$ cat src/rtl/seg7_pkg.sv
// Shared constants for the seven-segment scan driver: active-high glyph
// patterns (bit7..bit0 = a b c d e f g dp, dp always clear here) and a
// helper that sizes the digit index.
package seg7_pkg;

    localparam logic [7:0] GLYPH_0 = 8'hFC;
    localparam logic [7:0] GLYPH_1 = 8'h60;
    localparam logic [7:0] GLYPH_2 = 8'hDA;
    localparam logic [7:0] GLYPH_3 = 8'hF2;
    localparam logic [7:0] GLYPH_4 = 8'h66;
    localparam logic [7:0] GLYPH_5 = 8'hB6;
    localparam logic [7:0] GLYPH_6 = 8'hBE;
    localparam logic [7:0] GLYPH_7 = 8'hE0;
    localparam logic [7:0] GLYPH_8 = 8'hFE;
    localparam logic [7:0] GLYPH_9 = 8'hF6;
    localparam logic [7:0] GLYPH_A = 8'hEE;
    localparam logic [7:0] GLYPH_B = 8'h3E;
    localparam logic [7:0] GLYPH_C = 8'h9C;
    localparam logic [7:0] GLYPH_D = 8'h7A;
    localparam logic [7:0] GLYPH_E = 8'h9E;
    localparam logic [7:0] GLYPH_F = 8'h8E;
    localparam logic [7:0] SEG_OFF = 8'h00;

    // Digit index width; a single-digit bank still needs a 1-bit index.
    function automatic int idx_width(input int num_digits);
        int w;
        w = $clog2(num_digits);
        return (w < 1) ? 1 : w;
    endfunction

endpackage

$ cat src/rtl/seg7_scan_driver_if.sv
// Display bus between the value source and the scan driver. The master
// side supplies digit values and load strobes; the slave side drives the
// segment/anode pins and the frame pulse.
interface seg7_scan_driver_if #(
    parameter int NUM_DIGITS = 8
);
    logic [4*NUM_DIGITS-1:0] value_i;
    logic [NUM_DIGITS-1:0]   dp_i;
    logic [NUM_DIGITS-1:0]   blank_i;
    logic                    lz_en_i;
    logic                    load_i;
    logic [7:0]              seg_o;
    logic [NUM_DIGITS-1:0]   an_o;
    logic                    frame_done_o;

    modport master (
        output value_i, dp_i, blank_i, lz_en_i, load_i,
        input  seg_o, an_o, frame_done_o
    );

    modport slave (
        input  value_i, dp_i, blank_i, lz_en_i, load_i,
        output seg_o, an_o, frame_done_o
    );
endinterface

$ cat src/rtl/seg7_hex_decode.sv
// Combinational nibble-to-glyph decoder; returns the a..g segments only.
module seg7_hex_decode
    import seg7_pkg::*;
(
    input  logic [3:0] i_nibble,
    output logic [6:0] o_glyph
);

    // Look up the active-high a..g pattern for the hex digit
    always_comb begin
        o_glyph = SEG_OFF[7:1];
        case (i_nibble)
            4'h0:    o_glyph = GLYPH_0[7:1];
            4'h1:    o_glyph = GLYPH_1[7:1];
            4'h2:    o_glyph = GLYPH_2[7:1];
            4'h3:    o_glyph = GLYPH_3[7:1];
            4'h4:    o_glyph = GLYPH_4[7:1];
            4'h5:    o_glyph = GLYPH_5[7:1];
            4'h6:    o_glyph = GLYPH_6[7:1];
            4'h7:    o_glyph = GLYPH_7[7:1];
            4'h8:    o_glyph = GLYPH_8[7:1];
            4'h9:    o_glyph = GLYPH_9[7:1];
            4'hA:    o_glyph = GLYPH_A[7:1];
            4'hB:    o_glyph = GLYPH_B[7:1];
            4'hC:    o_glyph = GLYPH_C[7:1];
            4'hD:    o_glyph = GLYPH_D[7:1];
            4'hE:    o_glyph = GLYPH_E[7:1];
            4'hF:    o_glyph = GLYPH_F[7:1];
            default: o_glyph = SEG_OFF[7:1];
        endcase
    end

endmodule

$ cat src/rtl/seg7_scan_driver.sv
// Time-multiplexed seven-segment driver. Values are captured into shadow
// registers on load and only promoted to the displayed (active) set at a
// frame boundary, so a frame never mixes old and new digits.
module seg7_scan_driver
    import seg7_pkg::*;
#(
    parameter int NUM_DIGITS     = 8,
    parameter int SCAN_DIV       = 100000,
    parameter int GUARD          = 4,
    parameter bit SEG_ACTIVE_LOW = 1'b0,
    parameter bit AN_ACTIVE_LOW  = 1'b1
) (
    input  logic               clk,
    input  logic               rst_n,
    seg7_scan_driver_if.slave  bus
);

    localparam int IDX_W = idx_width(NUM_DIGITS);
    localparam int DIV_W = $clog2(SCAN_DIV);
    localparam logic [DIV_W-1:0]      DIV_LAST = DIV_W'(SCAN_DIV - 1);
    localparam logic [DIV_W-1:0]      DIV_ONE  = DIV_W'(1);
    localparam logic [IDX_W-1:0]      IDX_LAST = IDX_W'(NUM_DIGITS - 1);
    localparam logic [IDX_W-1:0]      IDX_ONE  = IDX_W'(1);
    localparam logic [7:0]            SEG_IDLE = SEG_ACTIVE_LOW ? ~SEG_OFF : SEG_OFF;
    localparam logic [NUM_DIGITS-1:0] AN_IDLE  = AN_ACTIVE_LOW ? {NUM_DIGITS{1'b1}}
                                                               : {NUM_DIGITS{1'b0}};

    logic [DIV_W-1:0]        r_div;
    logic [IDX_W-1:0]        r_idx;
    logic                    r_pending;
    logic [4*NUM_DIGITS-1:0] r_sh_value, r_act_value;
    logic [NUM_DIGITS-1:0]   r_sh_dp, r_act_dp;
    logic [NUM_DIGITS-1:0]   r_sh_blank, r_act_blank;
    logic                    r_sh_lz, r_act_lz;
    logic [7:0]              r_seg;
    logic [NUM_DIGITS-1:0]   r_an;
    logic                    r_frame_done;

    logic                    w_div_end;
    logic                    w_boundary;
    logic                    w_guard;
    logic [3:0]              w_nibble;
    logic                    w_dp_bit;
    logic                    w_blank_bit;
    logic                    w_dark;
    logic                    w_run;
    logic [NUM_DIGITS-1:0]   w_sel;
    logic [6:0]              w_glyph;
    logic [7:0]              w_seg_next;
    logic [NUM_DIGITS-1:0]   w_an_next;

    assign w_div_end  = (r_div == DIV_LAST);
    assign w_boundary = w_div_end && (r_idx == IDX_LAST);

    // The first GUARD cycles of every slot keep all anodes dark
    generate
        if (GUARD > 0) begin : g_guard
            assign w_guard = (r_div < DIV_W'(GUARD));
        end else begin : g_no_guard
            assign w_guard = 1'b0;
        end
    endgenerate

    // Slot divider and digit index, wrapping at the end of the bank
    always_ff @(posedge clk) begin
        if (!rst_n) begin
            r_div <= {DIV_W{1'b0}};
            r_idx <= {IDX_W{1'b0}};
        end else if (w_div_end) begin
            r_div <= {DIV_W{1'b0}};
            r_idx <= (r_idx == IDX_LAST) ? {IDX_W{1'b0}} : r_idx + IDX_ONE;
        end else begin
            r_div <= r_div + DIV_ONE;
            r_idx <= r_idx;
        end
    end

    // Shadow capture on every load; the last load before a boundary wins
    always_ff @(posedge clk) begin
        if (!rst_n) begin
            r_sh_value <= {(4*NUM_DIGITS){1'b0}};
            r_sh_dp    <= {NUM_DIGITS{1'b0}};
            r_sh_blank <= {NUM_DIGITS{1'b0}};
            r_sh_lz    <= 1'b0;
        end else if (bus.load_i) begin
            r_sh_value <= bus.value_i;
            r_sh_dp    <= bus.dp_i;
            r_sh_blank <= bus.blank_i;
            r_sh_lz    <= bus.lz_en_i;
        end
    end

    // Promote to the active set at a frame boundary; a load landing on the
    // boundary itself bypasses the shadow so it is not lost for a frame
    always_ff @(posedge clk) begin
        if (!rst_n) begin
            r_pending   <= 1'b0;
            r_act_value <= {(4*NUM_DIGITS){1'b0}};
            r_act_dp    <= {NUM_DIGITS{1'b0}};
            r_act_blank <= {NUM_DIGITS{1'b0}};
            r_act_lz    <= 1'b0;
        end else if (w_boundary) begin
            r_pending <= 1'b0;
            if (bus.load_i) begin
                r_act_value <= bus.value_i;
                r_act_dp    <= bus.dp_i;
                r_act_blank <= bus.blank_i;
                r_act_lz    <= bus.lz_en_i;
            end else if (r_pending) begin
                r_act_value <= r_sh_value;
                r_act_dp    <= r_sh_dp;
                r_act_blank <= r_sh_blank;
                r_act_lz    <= r_sh_lz;
            end
        end else if (bus.load_i) begin
            r_pending <= 1'b1;
        end
    end

    // Select the current digit and work out leading-zero darkness: walking
    // down from the MSD, a digit is dark while every nibble from the MSD to
    // it is zero; digit 0 always shows
    always_comb begin
        w_nibble    = 4'h0;
        w_dp_bit    = 1'b0;
        w_blank_bit = 1'b0;
        w_dark      = 1'b0;
        w_sel       = {NUM_DIGITS{1'b0}};
        w_run       = r_act_lz;
        for (int k = NUM_DIGITS - 1; k >= 0; k--) begin
            w_run = w_run && (r_act_value[4*k +: 4] == 4'h0);
            if (r_idx == IDX_W'(k)) begin
                w_nibble    = r_act_value[4*k +: 4];
                w_dp_bit    = r_act_dp[k];
                w_blank_bit = r_act_blank[k];
                w_dark      = w_run && (k != 0);
                w_sel[k]    = 1'b1;
            end else begin
                w_sel[k]    = 1'b0;
            end
        end
    end

    seg7_hex_decode u_dec (
        .i_nibble (w_nibble),
        .o_glyph  (w_glyph)
    );

    // Active-high segment/anode pattern; blank beats suppression and dp
    always_comb begin
        w_seg_next = SEG_OFF;
        w_an_next  = {NUM_DIGITS{1'b0}};
        if (w_guard) begin
            w_seg_next = SEG_OFF;
            w_an_next  = {NUM_DIGITS{1'b0}};
        end else if (w_blank_bit) begin
            w_seg_next = SEG_OFF;
            w_an_next  = w_sel;
        end else begin
            w_seg_next = {(w_dark ? 7'h00 : w_glyph), w_dp_bit};
            w_an_next  = w_sel;
        end
    end

    // Output registers; pin polarity is applied only here
    always_ff @(posedge clk) begin
        if (!rst_n) begin
            r_seg        <= SEG_IDLE;
            r_an         <= AN_IDLE;
            r_frame_done <= 1'b0;
        end else begin
            r_seg        <= SEG_ACTIVE_LOW ? ~w_seg_next : w_seg_next;
            r_an         <= AN_ACTIVE_LOW ? ~w_an_next : w_an_next;
            r_frame_done <= w_boundary;
        end
    end

    assign bus.seg_o        = r_seg;
    assign bus.an_o         = r_an;
    assign bus.frame_done_o = r_frame_done;

endmodule

$ cat src/flat_wrapper.sv
// flat-port wrapper written by rule: the top's interface ports become plain ports
module seg7_scan_driver_flat import seg7_pkg::*;
#(
    parameter int NUM_DIGITS     = 8,
    parameter int SCAN_DIV       = 100000,
    parameter int GUARD          = 4,
    parameter bit SEG_ACTIVE_LOW = 1'b0,
    parameter bit AN_ACTIVE_LOW  = 1'b1
)
  (clk, rst_n, bus_value_i, bus_dp_i, bus_blank_i, bus_lz_en_i, bus_load_i, bus_seg_o, bus_an_o, bus_frame_done_o);
  seg7_scan_driver_if #(.NUM_DIGITS(NUM_DIGITS)) bus_i ();
  input  logic clk;
  input  logic rst_n;
  input wire logic [$bits(bus_i.value_i)-1:0] bus_value_i;
  input wire logic [$bits(bus_i.dp_i)-1:0] bus_dp_i;
  input wire logic [$bits(bus_i.blank_i)-1:0] bus_blank_i;
  input wire logic [$bits(bus_i.lz_en_i)-1:0] bus_lz_en_i;
  input wire logic [$bits(bus_i.load_i)-1:0] bus_load_i;
  output wire logic [$bits(bus_i.seg_o)-1:0] bus_seg_o;
  output wire logic [$bits(bus_i.an_o)-1:0] bus_an_o;
  output wire logic [$bits(bus_i.frame_done_o)-1:0] bus_frame_done_o;
  assign bus_i.value_i = bus_value_i;
  assign bus_i.dp_i = bus_dp_i;
  assign bus_i.blank_i = bus_blank_i;
  assign bus_i.lz_en_i = bus_lz_en_i;
  assign bus_i.load_i = bus_load_i;
  assign bus_seg_o = bus_i.seg_o;
  assign bus_an_o = bus_i.an_o;
  assign bus_frame_done_o = bus_i.frame_done_o;
  seg7_scan_driver #(.NUM_DIGITS(NUM_DIGITS), .SCAN_DIV(SCAN_DIV), .GUARD(GUARD), .SEG_ACTIVE_LOW(SEG_ACTIVE_LOW), .AN_ACTIVE_LOW(AN_ACTIVE_LOW)) u_core (.clk(clk), .rst_n(rst_n), .bus(bus_i));
endmodule
$ cat config.mk
export PLATFORM = sky130hd
export DESIGN_NAME = seg7_scan_driver_flat
export DESIGN_NICKNAME = d
export VERILOG_FILES = /design/src/rtl/seg7_pkg.sv /design/src/rtl/seg7_scan_driver_if.sv /design/src/rtl/seg7_hex_decode.sv /design/src/rtl/seg7_scan_driver.sv /design/src/flat_wrapper.sv
export SDC_FILE = /design/constraint.sdc
export NUM_CORES = 1
export LEC_CHECK = 0
export CAP_MARGIN = 20
export CORE_MARGIN = 5
export CORE_UTILIZATION = 40
export DETAILED_ROUTE_END_ITERATION = 6
export PLACE_DENSITY = 0.64
export SLEW_MARGIN = 20
export SYNTH_ARGS = -nofsm -noshare
export SYNTH_HDL_FRONTEND = slang
export SYNTH_SLANG_ARGS = --single-unit
$ cat constraint.sdc
create_clock -name clk -period 3.58 [get_ports clk]
set_clock_uncertainty 0.15 [all_clocks]
set_input_delay 0.358 -clock clk [delete_from_list [all_inputs] [get_ports clk]]
set_output_delay 0.358 -clock clk [all_outputs]
set_load 0.005 [all_outputs]
Word-level counts from Yosys, hierarchy flattened
Memory sizes are Yosys's and may differ from the RTL's. A register that Yosys moved wholly into a read port is not among the register bits.
Index checks and enable logic that the tools add are counted.
{"block": "word_totals", "regBits": 129, "mem_bits_ro": 112, "inputBits": 52, "out_inout_bits": 17, "elab_cells": 100, "memories": 1}
{"name": "(no name shown)", "depth": 16, "word_bits": 7, "read_ports": 1, "rd_clocked_by_memory_dff": 1, "write_ports": 0, "line_no": "seg7_hex_decode.sv:12", "rtl": "case (i_nibble)"}
{"block": "classes", "n_addsub": 2, "n_lt_le_gt_ge": 1, "n_eq_ne": 8, "n_mux": 50, "n_bitwise": 2, "n_reduce_logical": 22}
{"operator": "two-way mux 32 bit", "n": 2}
{"operator": "two-way mux 8 bit", "n": 5}
{"operator": "two-way mux 1 bit", "n": 34}
{"operator": "two-way mux 4 bit", "n": 8}
{"operator": "logical NOT 4 bit", "n": 7}
{"operator": "adder 17 x 1 -> 17 bit, second input constant", "n": 1}
{"operator": "equality test 17 bit, second input constant", "n": 1}
{"operator": "< comparator 17 x 3 -> 1 bit, second input constant", "n": 1}
{"operator": "equality test 3 bit, second input constant", "n": 4}
{"operator": "logical AND 1 bit", "n": 8}
{"operator": "inverter 8 bit", "n": 1}
{"operator": "equality test 3 x 2 -> 1 bit, second input constant", "n": 2}
{"operator": "OR reduction 2 bit", "n": 2}
{"operator": "OR reduction 4 bit", "n": 1}
{"operator": "adder 3 x 1 -> 3 bit, second input constant", "n": 1}
{"operator": "equality test 3 x 1 -> 1 bit, second input constant", "n": 1}
{"operator": "logical NOT 3 bit", "n": 1}
{"operator": "two-way mux 3 bit", "n": 1}
{"operator": "OR reduction 3 bit", "n": 1}
{"operator": "AND reduction 2 bit", "n": 1}
{"operator": "nonzero test 2 bit", "n": 1}
{"operator": "inverter 1 bit", "n": 1}

Logic depth before layout (Yosys ltp)
Gate-level depths: netlist (run 1).
{"block": "depth", "word_depth": 11, "ltp_mapped": 13, "mapped_depth_nobuf": 11}

Modules after synthesis
From an unflattened synthesis (run 1), not the netlist that was laid out.
{"block": "unflattened", "hier_cells": 620, "hier_area_um2": 5699.2}
{"module": "seg7_scan_driver", "n_inst": 1, "cells_each": 587, "area_each_um2": 5411.4, "seq_area_each_um2": 2722.6}
{"module": "seg7_hex_decode", "n_inst": 1, "cells_each": 33, "area_each_um2": 287.8, "seq_area_each_um2": 0.0}

Worst setup path before layout (run 1)
Ideal clock, no wire load.
{"block": "synth_path", "path_type": "reg2reg", "from": "register u_core.r_idx[2]", "to": "register u_core.r_seg[6], in the netlist u_core.bus.seg_o[6]", "setup_time_ns": 0.096, "arrival_time_ns": 2.659, "required_time_ns": 3.334, "setup_slack_ns": 0.675, "stages_incl_launch_ff": 13, "path_buffers": 2, "synth_period_minus_slack_ns": 2.905, "path_cell_list": "dfxtp_1 buf_4 inv_1 ha_1 clkbuf_1 or4bb_1 nor2_1 o32ai_1 and2_1 ha_1 a21boi_0 a21o_1 a221oi_1"}
{"block": "synth_between", "elab_chain_cells": 10, "word_cells_on_any_way": 33, "classes_between": "7 x eq/ne; 24 x mux; 2 x reduce/logical"}
{"item": "from (decl)", "line_no": "seg7_scan_driver.sv:29", "rtl": "logic [IDX_W-1:0] r_idx;"}
{"item": "from (signal assigned)", "line_no": "seg7_scan_driver.sv:68", "rtl": "r_idx <= {IDX_W{1'b0}};"}
{"item": "from (signal assigned)", "line_no": "seg7_scan_driver.sv:71", "rtl": "r_idx <= (r_idx == IDX_LAST) ? {IDX_W{1'b0}} : r_idx + IDX_ONE;"}
{"item": "from (signal assigned)", "line_no": "seg7_scan_driver.sv:74", "rtl": "r_idx <= r_idx;"}
{"item": "equality test 3 bit", "line_no": "seg7_scan_driver.sv:132", "rtl": "if (r_idx == IDX_W'(k)) begin"}
{"item": "two-way mux 1 bit (8 in series)", "line_no": "seg7_scan_driver.sv:132"}
{"item": "OR reduction 4 bit (no line)"}
{"item": "to (decl)", "line_no": "seg7_scan_driver.sv:35", "rtl": "logic [7:0] r_seg;"}
Several ways; a longest one is shown, not always the timed one.
A chain may end at the register's enable or synchronous reset.

Final worst setup path (run 1)
{"block": "layout_path", "from": "register u_core.r_idx[0]", "to": "register u_core.r_seg[6], in the netlist u_core.bus.seg_o[6]"}
The elaborated chain is that of the path after synthesis.

==> impl_metrics.py, run 1 <==
metrics = {
    "synth": {
        "synth_compound_area_share_pct": 15.33,
        "synth-xor-area-share_pct": 2.172,
        "yosys.area_share.simple_pct": 21.39,
        "synth_cell_types": 55,
        "synth_top_cell_area_share_pct": 45.01,
        "async_flop_share_pct": 0,
        "syn_area_um2": 6050,
        "synth_edf_count": 0,
        "avgSynthCellArea_um2": 9.602,
        "synth_top_family_by_area": "simple AND/OR/NAND/NOR gates",
        "synth_seq_cells": 136,
        "synth_top_area_cell": "dfxtp_1",
        "synth_nets": 696,
        "synth.mux.area_fraction_pct": 8.438,
        "synthAdderAreaFrac_pct": 2.896,
        "synth-seq-area-share_pct": 45.01,
        "yosysWarnings": 0,
        "synthTopCellsByArea": "dfxtp_1 (45%), mux2i_1 (8.4%), o211a_1 (8.1%)",
        "ys.flop_type": "dfxtp_1",
        "synth_cells": 630,
    },
    "setup_path": {
        "path_class": "register to register",
        "crit_slowest_cell": "a2111oi_0",
        "crit_path_end_kind": "register",
        "critPathMaxStageDelay_ns": 0.49,
        "regToRegSetupSlack_ns": 0.39,
        "crit_chain": "inv_1, ha_1, o21a_1, a2111oi_0, o32ai_1, and2_1, ha_1, a21boi_0, a21o_1, a221oi_1",
        "timing.rr.end": "u_core.bus.seg_o[6]",
        "worstPathMaxFanout": 13,
        "start_kind": "register",
        "r2r-start": "u_core.r_idx[0]",
        "startpoint": "u_core.r_idx[0]",
        "cp.required_ns": 3.75,
        "crit_path_frequent_cell": "ha_1",
        "critical_path_arrival_ns": 3.36,
        "reg2regPathDepth": 10,
    },
    "clock_tree": {
        "post-cts-setup-buffer-count": 0,
        "cts_tree": "built",
        "clkLatencyLatePin_ns": 0.42,
        "holdBufCountCts": 0,
        "numCtsBuffers": 17,
        "post_cts_resized": 0,
        "cts_root_buf": "clkbuf_16",
        "max-clock-path-buffers": 2,
        "clock-sinks": 136,
        "clkTransAtPathRegs_ns": 0.06,
        "htreeDepth": 4,
    },
    "global_route": {
        "grt_pass1_vias": 4716,
        "grt_max_degree": 86,
        "antenna_found_initial": 0,
        "gr-total-overflow": 0,
        "grt_usage_pct": 16.19,
        "grt_pass1_wl_um": 23070,
    },
    "finish": {
        "drive_above_1_share_pct": 7.174,
        "nets": 750,
        "area_growth_syn_to_layout_pct": 23.08,
        "diodes": 0,
        "utilization_pct": 49.53,
        "layoutNonFillerInstCount": 885,
    },
    "min_path": {
        "hold_class": "input port to register",
        "whs_path_depth": 2,
        "worstHoldEndpoint": "u_core.r_act_value[6]",
        "hold_start": "rst_n",
    },
    "sta": {
        "tightest_slew_ns": 0.7285,
        "slew_headroom_pct": 51.43,
        "drv_slew": 0,
        "fmax_ghz": 0.3139,
        "hold_violations": 0,
        "fin_crit_sh_pct": 88.97,
        "setup_viol": 0,
        "setup_slack_ns": 0.3947,
        "setup_tns_ns": 0,
        "period_minus_slack_ns": 3.185,
        "rsz0062_at_grt": "no",
    },
    "placement": {
        "dp_hpwl_um": 10030,
        "port_buffers": 68,
        "place_inst": 853,
        "dp_worst_setup_slack_ns": 0.4561,
        "gp_congestion": 0.8452,
    },
    "power_and_ir_drop": {
        "p_leak_uw": 0.003543,
        "fin_total_pwr_uw": 3643,
        "peakVddDrop_uv": 317.0,
        "power_density_nw_per_um2": 489.3,
    },
    "route": {
        "antenna_left": 0,
        "vias": 4616,
        "drt-initial-drc-count": 213,
        "drc": 0,
        "vias_per_cell": 5.216,
        "wl_per_cell_um": 15.62,
        "totalWireLength_um": 13820,
        "drt_pass1_iterations": 4,
    },
    "floorplanning": {
        "fp.dieH_um": 133.0,
        "core_area_um2": 15030,
        "fp.dieW_um": 133.0,
        "rows": 45,
        "die_area_um2": 17680,
        "io_pins": 69,
        "start_util_pct": 40.24,
    },
    "outcome": {
        "status": "completed",
    },
    "job": {
        "cap_violations": 0,
    },
}
==> synthesized netlist by cell type, types with 11 or more instances <==
cell type and n:
o211a_1 49, clkbuf_1 19, nor4_1 11, a21oi_1 15, mux2i_1 51, and3_1 19, nand2_1 77, nor2b_1 57
nor2_1 29, dfxtp_1 136, ha_1 14, nand3_1 19
==> sequential cells by signal, summed over array words and instances, names as in the netlist <==
register / flops
u_core.r_sh_blank: 8
u_core.r_sh_dp: 8
u_core.bus.an_o: 8
u_core.r_idx: 3
u_core.bus.seg_o: 8
u_core.r_div: 17
u_core.r_act_blank: 8
u_core.r_pending: 1
u_core.r_act_value: 32
u_core.r_sh_value: 32
u_core.r_sh_lz: 1
u_core.r_act_lz: 1
u_core.r_act_dp: 8
u_core.bus.frame_done_o: 1
==> how the worst max path moves through the flow <==
| stage | depth (start not counted) | slack, ns | end |
|---|---|---|---|
| after detailed placement | 10 | 0.46 | u_core.bus.seg_o[6] |
| after floorplan | 12 | 0.68 | u_core.bus.seg_o[6] |
| after global placement | 10 | 0.55 | u_core.bus.seg_o[6] |
| after global routing | 11 | 0.13 | u_core.bus.seg_o[1] |
| after CTS | 10 | 0.41 | u_core.bus.seg_o[6] |
| final | 10 | 0.39 | u_core.bus.seg_o[6] |
==> layout by cell type, fill, tap and decap left out, types with 15 or more instances in the layout <==
| cell type | n |
|---|---|
| nand2_1 | 77 |
| nor2b_1 | 57 |
| nor2_1 | 29 |
| dfxtp_1 | 136 |
| a21oi_1 | 15 |
| clkdlybuf4s50_1 | 66 |
| nand3_1 | 19 |
| clkbuf_16 | 17 |
| o211a_1 | 49 |
| and3_1 | 19 |
| mux2i_1 | 51 |
==> logic make-up (layout without fill, tap and decap cells) <==
family	Yosys count	in the layout
multiplexers	51	51
AO/OA/AOI/OAI	111	111
buffers and inverters	54	121
flip-flops	136	136
AND/OR/NAND/NOR	249	249
XOR/XNOR	15	15
adder cells (fa/ha/maj)	14	14
==> power by group <==
group          total, uW  leakage, uW  switching [uW]  internal, uW
clock network       1900     0.000310             669          1230
logic                179      0.00213            78.0           101
registers           1570      0.00111            12.1          1550
==> area by class of cell <==
cell class	instances	area, um^2
tap	188	235.2
sequential	136	2723
multi-input combinational	440	3044
clock buffer	20	466.7
timing repair buffer	79	753.2
clock inverter	12	186.4
fill	1417	7587
inverter	10	37.54
==> per-layer routing <==
| layer | global-route usage, % | up-vias | share of wire [%] | wire, um |
|---|---|---|---|---|
| li1 | - | 2334 | - | - |
| met1 | 19.88 | 2179 | 46 | 6372 |
| met2 | 26.89 | 84 | 49 | 6706 |
| met3 | 4.030 | 19 | 3.5 | 483 |
| met4 | 7.102 | 0 | 1.9 | 258 |
| met5 | 0 | - | 0 | 0 |
==> stage by stage <==
step	hold WS [ns]	cell area, um^2
2_1_floorplan	0.2798	6050
3_3_place_gp	0.2957	6793
3_5_place_dp	0.3256	6793
4_1_cts	0.1917	7446
5_1_grt	0.2172	7446
6_report	0.2079	7446
==> critical path: cells and delay by family (launching register included) <==
kind                     cells  cell delay (ns)
AO/OA/AOI/OAI                6             1.53
flip-flops                   1             0.40
AND/OR/NAND/NOR              1             0.25
buffers and inverters        1             0.08
adder cells (fa/ha/maj)      2             0.68
Note: power is estimated with default switching activity, not from simulation.
==> run 2, diff against run 1 <==
--- a/config.mk
+++ b/config.mk
@@ -8,6 +8,7 @@
 export CAP_MARGIN = 20
 export CORE_MARGIN = 5
 export CORE_UTILIZATION = 40
+export CTS_BUF_LIST = sky130_fd_sc_hd__clkbuf_16
 export DETAILED_ROUTE_END_ITERATION = 6
 export PLACE_DENSITY = 0.64
 export SLEW_MARGIN = 20
==> run 2 against run 1 <==
  * First-iteration DRC count fell by 2.3%
  * Clock-buffer cell count fell by 3
  * Sequential cell count did not move
  * Hold slack barely moved
  * Setup slack got worse by 0.015 ns
  * Critical path type unchanged
  * Largest power group unchanged
  * Highest routed layer unchanged
==> impl_metrics.py, run 2 (same netlist as run 1, synthesis figures left out) <==
metrics = {
    "outcome": {
        "status": "completed",
    },
    "floorplanning": {
        "fp.dieW_um": 133.0,
        "rows": 45,
        "core_area_um2": 15030,
        "die_area_um2": 17680,
        "io_pins": 69,
        "start_util_pct": 40.24,
        "fp.dieH_um": 133.0,
    },
    "finish": {
        "final_common_cell": "dfxtp_1",
        "multi_input_area_um2": 3044,
        "area_growth_syn_to_layout_pct": 22.59,
        "layoutNonFillerInstCount": 885,
        "top_regs": "u_core.r_act_value: 32 flops, u_core.r_sh_value: 32 flops, u_core.r_div: 17 flops",
        "fillers": 1418,
        "drive_above_1_share_pct": 6.743,
        "mostFrequentLayoutCells": "dfxtp_1 (136), nand2_1 (77), clkdlybuf4s50_1 (66)",
        "diodes": 0,
        "regArea_um2": 2723,
        "nets": 750,
    },
    "setup_path": {
        "r2r-start": "u_core.r_idx[0]",
        "crit_slowest_cell": "a2111oi_0",
        "start_kind": "register",
        "path_class": "register to register",
        "path_delay_family": "compound AO/OA/AOI/OAI gates",
        "regToRegSetupSlack_ns": 0.38,
        "timing.rr.end": "u_core.bus.seg_o[6]",
        "worstPathMaxFanout": 13,
        "crit_path_frequent_cell": "ha_1",
        "reg2regPathDepth": 10,
        "critPathMaxStageDelay_ns": 0.50,
        "crit_buf_inv": 1,
        "crit_path_end_kind": "register",
        "cp.required_ns": 3.75,
        "crit_chain": "inv_1, ha_1, o21a_1, a2111oi_0, o32ai_1, and2_1, ha_1, a21boi_0, a21o_1, a221oi_1",
        "critical_path_arrival_ns": 3.37,
    },
    "global_route": {
        "met3_usage_pct": 4.030,
        "grt_usage_pct": 16.20,
        "grt_max_degree": 86,
        "antenna_found_initial": 0,
        "grt_pass1_wl_um": 23080,
        "grt_pass1_vias": 4717,
        "gr-total-overflow": 0,
        "top_usage_layer": "met2",
        "grtUsageMet2_pct": 26.86,
        "grt.met1_usage_pct": 19.92,
    },
    "clock_tree": {
        "post-cts-setup-buffer-count": 0,
        "max-clock-path-buffers": 2,
        "htreeDepth": 4,
        "holdBufCountCts": 0,
        "post_cts_resized": 0,
        "clkTransAtPathRegs_ns": 0.06,
        "clock-sinks": 136,
        "cts_root_buf": "clkbuf_16",
        "clkLatencyLatePin_ns": 0.42,
        "numCtsBuffers": 17,
        "cts_tree": "built",
    },
    "placement": {
        "gp_congestion": 0.8452,
        "place_inst": 853,
        "dp_worst_setup_slack_ns": 0.4561,
        "port_buffers": 68,
        "dp_hpwl_um": 10030,
    },
    "job": {
        "cap_violations": 0,
    },
    "route": {
        "wl_per_cell_um": 15.62,
        "antenna_left": 0,
        "drt_pass1_iterations": 5,
        "totalWireLength_um": 13830,
        "drt-initial-drc-count": 208,
        "vias_per_cell": 5.175,
        "vias": 4580,
        "drc": 0,
    },
    "sta": {
        "slew_headroom_pct": 52.16,
        "rsz0062_at_grt": "no",
        "fmax_ghz": 0.3125,
        "period_minus_slack_ns": 3.200,
        "setup_slack_ns": 0.3802,
        "fin_crit_sh_pct": 89.38,
        "setup_tns_ns": 0,
        "setup_viol": 0,
        "hold_violations": 0,
        "drv_slew": 0,
        "tightest_slew_ns": 0.7177,
        "whs_ns": 0.2081,
    },
    "power_and_ir_drop": {
        "power_density_nw_per_um2": 482.4,
        "p_clk_share_pct": 51.3,
        "p_leak_uw": 0.003526,
        "comb_power_share_pct": 5.0,
        "p_sw_share_pct": 21.19,
        "peakVddDrop_uv": 316.7,
        "seqPwrFrac_pct": 43.7,
        "internal-power_uw": 2819,
        "netSwitchingPower_uw": 758.2,
    },
    "min_path": {
        "worstHoldEndpoint": "u_core.r_act_value[6]",
        "hold_class": "input port to register",
        "hold_start": "rst_n",
        "whs_path_depth": 2,
    },
}
## run 2: changes by cell type in the layout (fill, tap and decap cells not counted)
cell and change:
clkbuf_8 -3, clkinv_1 +3
## run 2: power by group through the flow
stage	clock, uW	combinational [uW]	sequential (uW)
after global routing	1950	198	1570
final	1830	179	1570
after detailed placement	0	182	1600
after CTS	1880	183	1570
after global placement	0	178	1600
after floorplan	0	100	1600
## run 2: cell type report
type,instances,share of cell area [%]
Multi-Input combinational cell,440,41.05
Timing Repair Buffer,79,10.16
Inverter,10,0.5062
Clock inverter,15,2.666
Tap cell,188,3.172
Clock buffer,17,5.736
Sequential cell,136,36.71
## run 2: metal layers
metal,vias up,part of all wire [%]
met5,-,0
met1,2158,46
li1,2327,-
met4,0,1.7
met2,79,49
met3,16,3.7
## run 2: worst max path at each step
stage	start	slack, ns	cells after the start	endpoint
6_report	u_core.r_idx[0]	0.38	10	u_core.bus.seg_o[6]
4_1_cts	u_core.r_idx[0]	0.41	10	u_core.bus.seg_o[6]
2_1_floorplan	u_core.r_idx[2]	0.68	12	u_core.bus.seg_o[6]
3_3_place_gp	u_core.r_idx[0]	0.55	10	u_core.bus.seg_o[6]
3_5_place_dp	u_core.r_idx[0]	0.46	10	u_core.bus.seg_o[6]
5_1_grt	u_core.r_idx[0]	0.13	11	u_core.bus.seg_o[1]
## run 2: through the flow
stage	area, um^2	util, %	total power, uW
5_1_grt	7416	49.33	3718
4_1_cts	7416	49.33	3627
3_5_place_dp	6793	45.19	1781
3_3_place_gp	6793	45.19	1775
6_report	7416	49.33	3577
2_1_floorplan	6050	-	1696
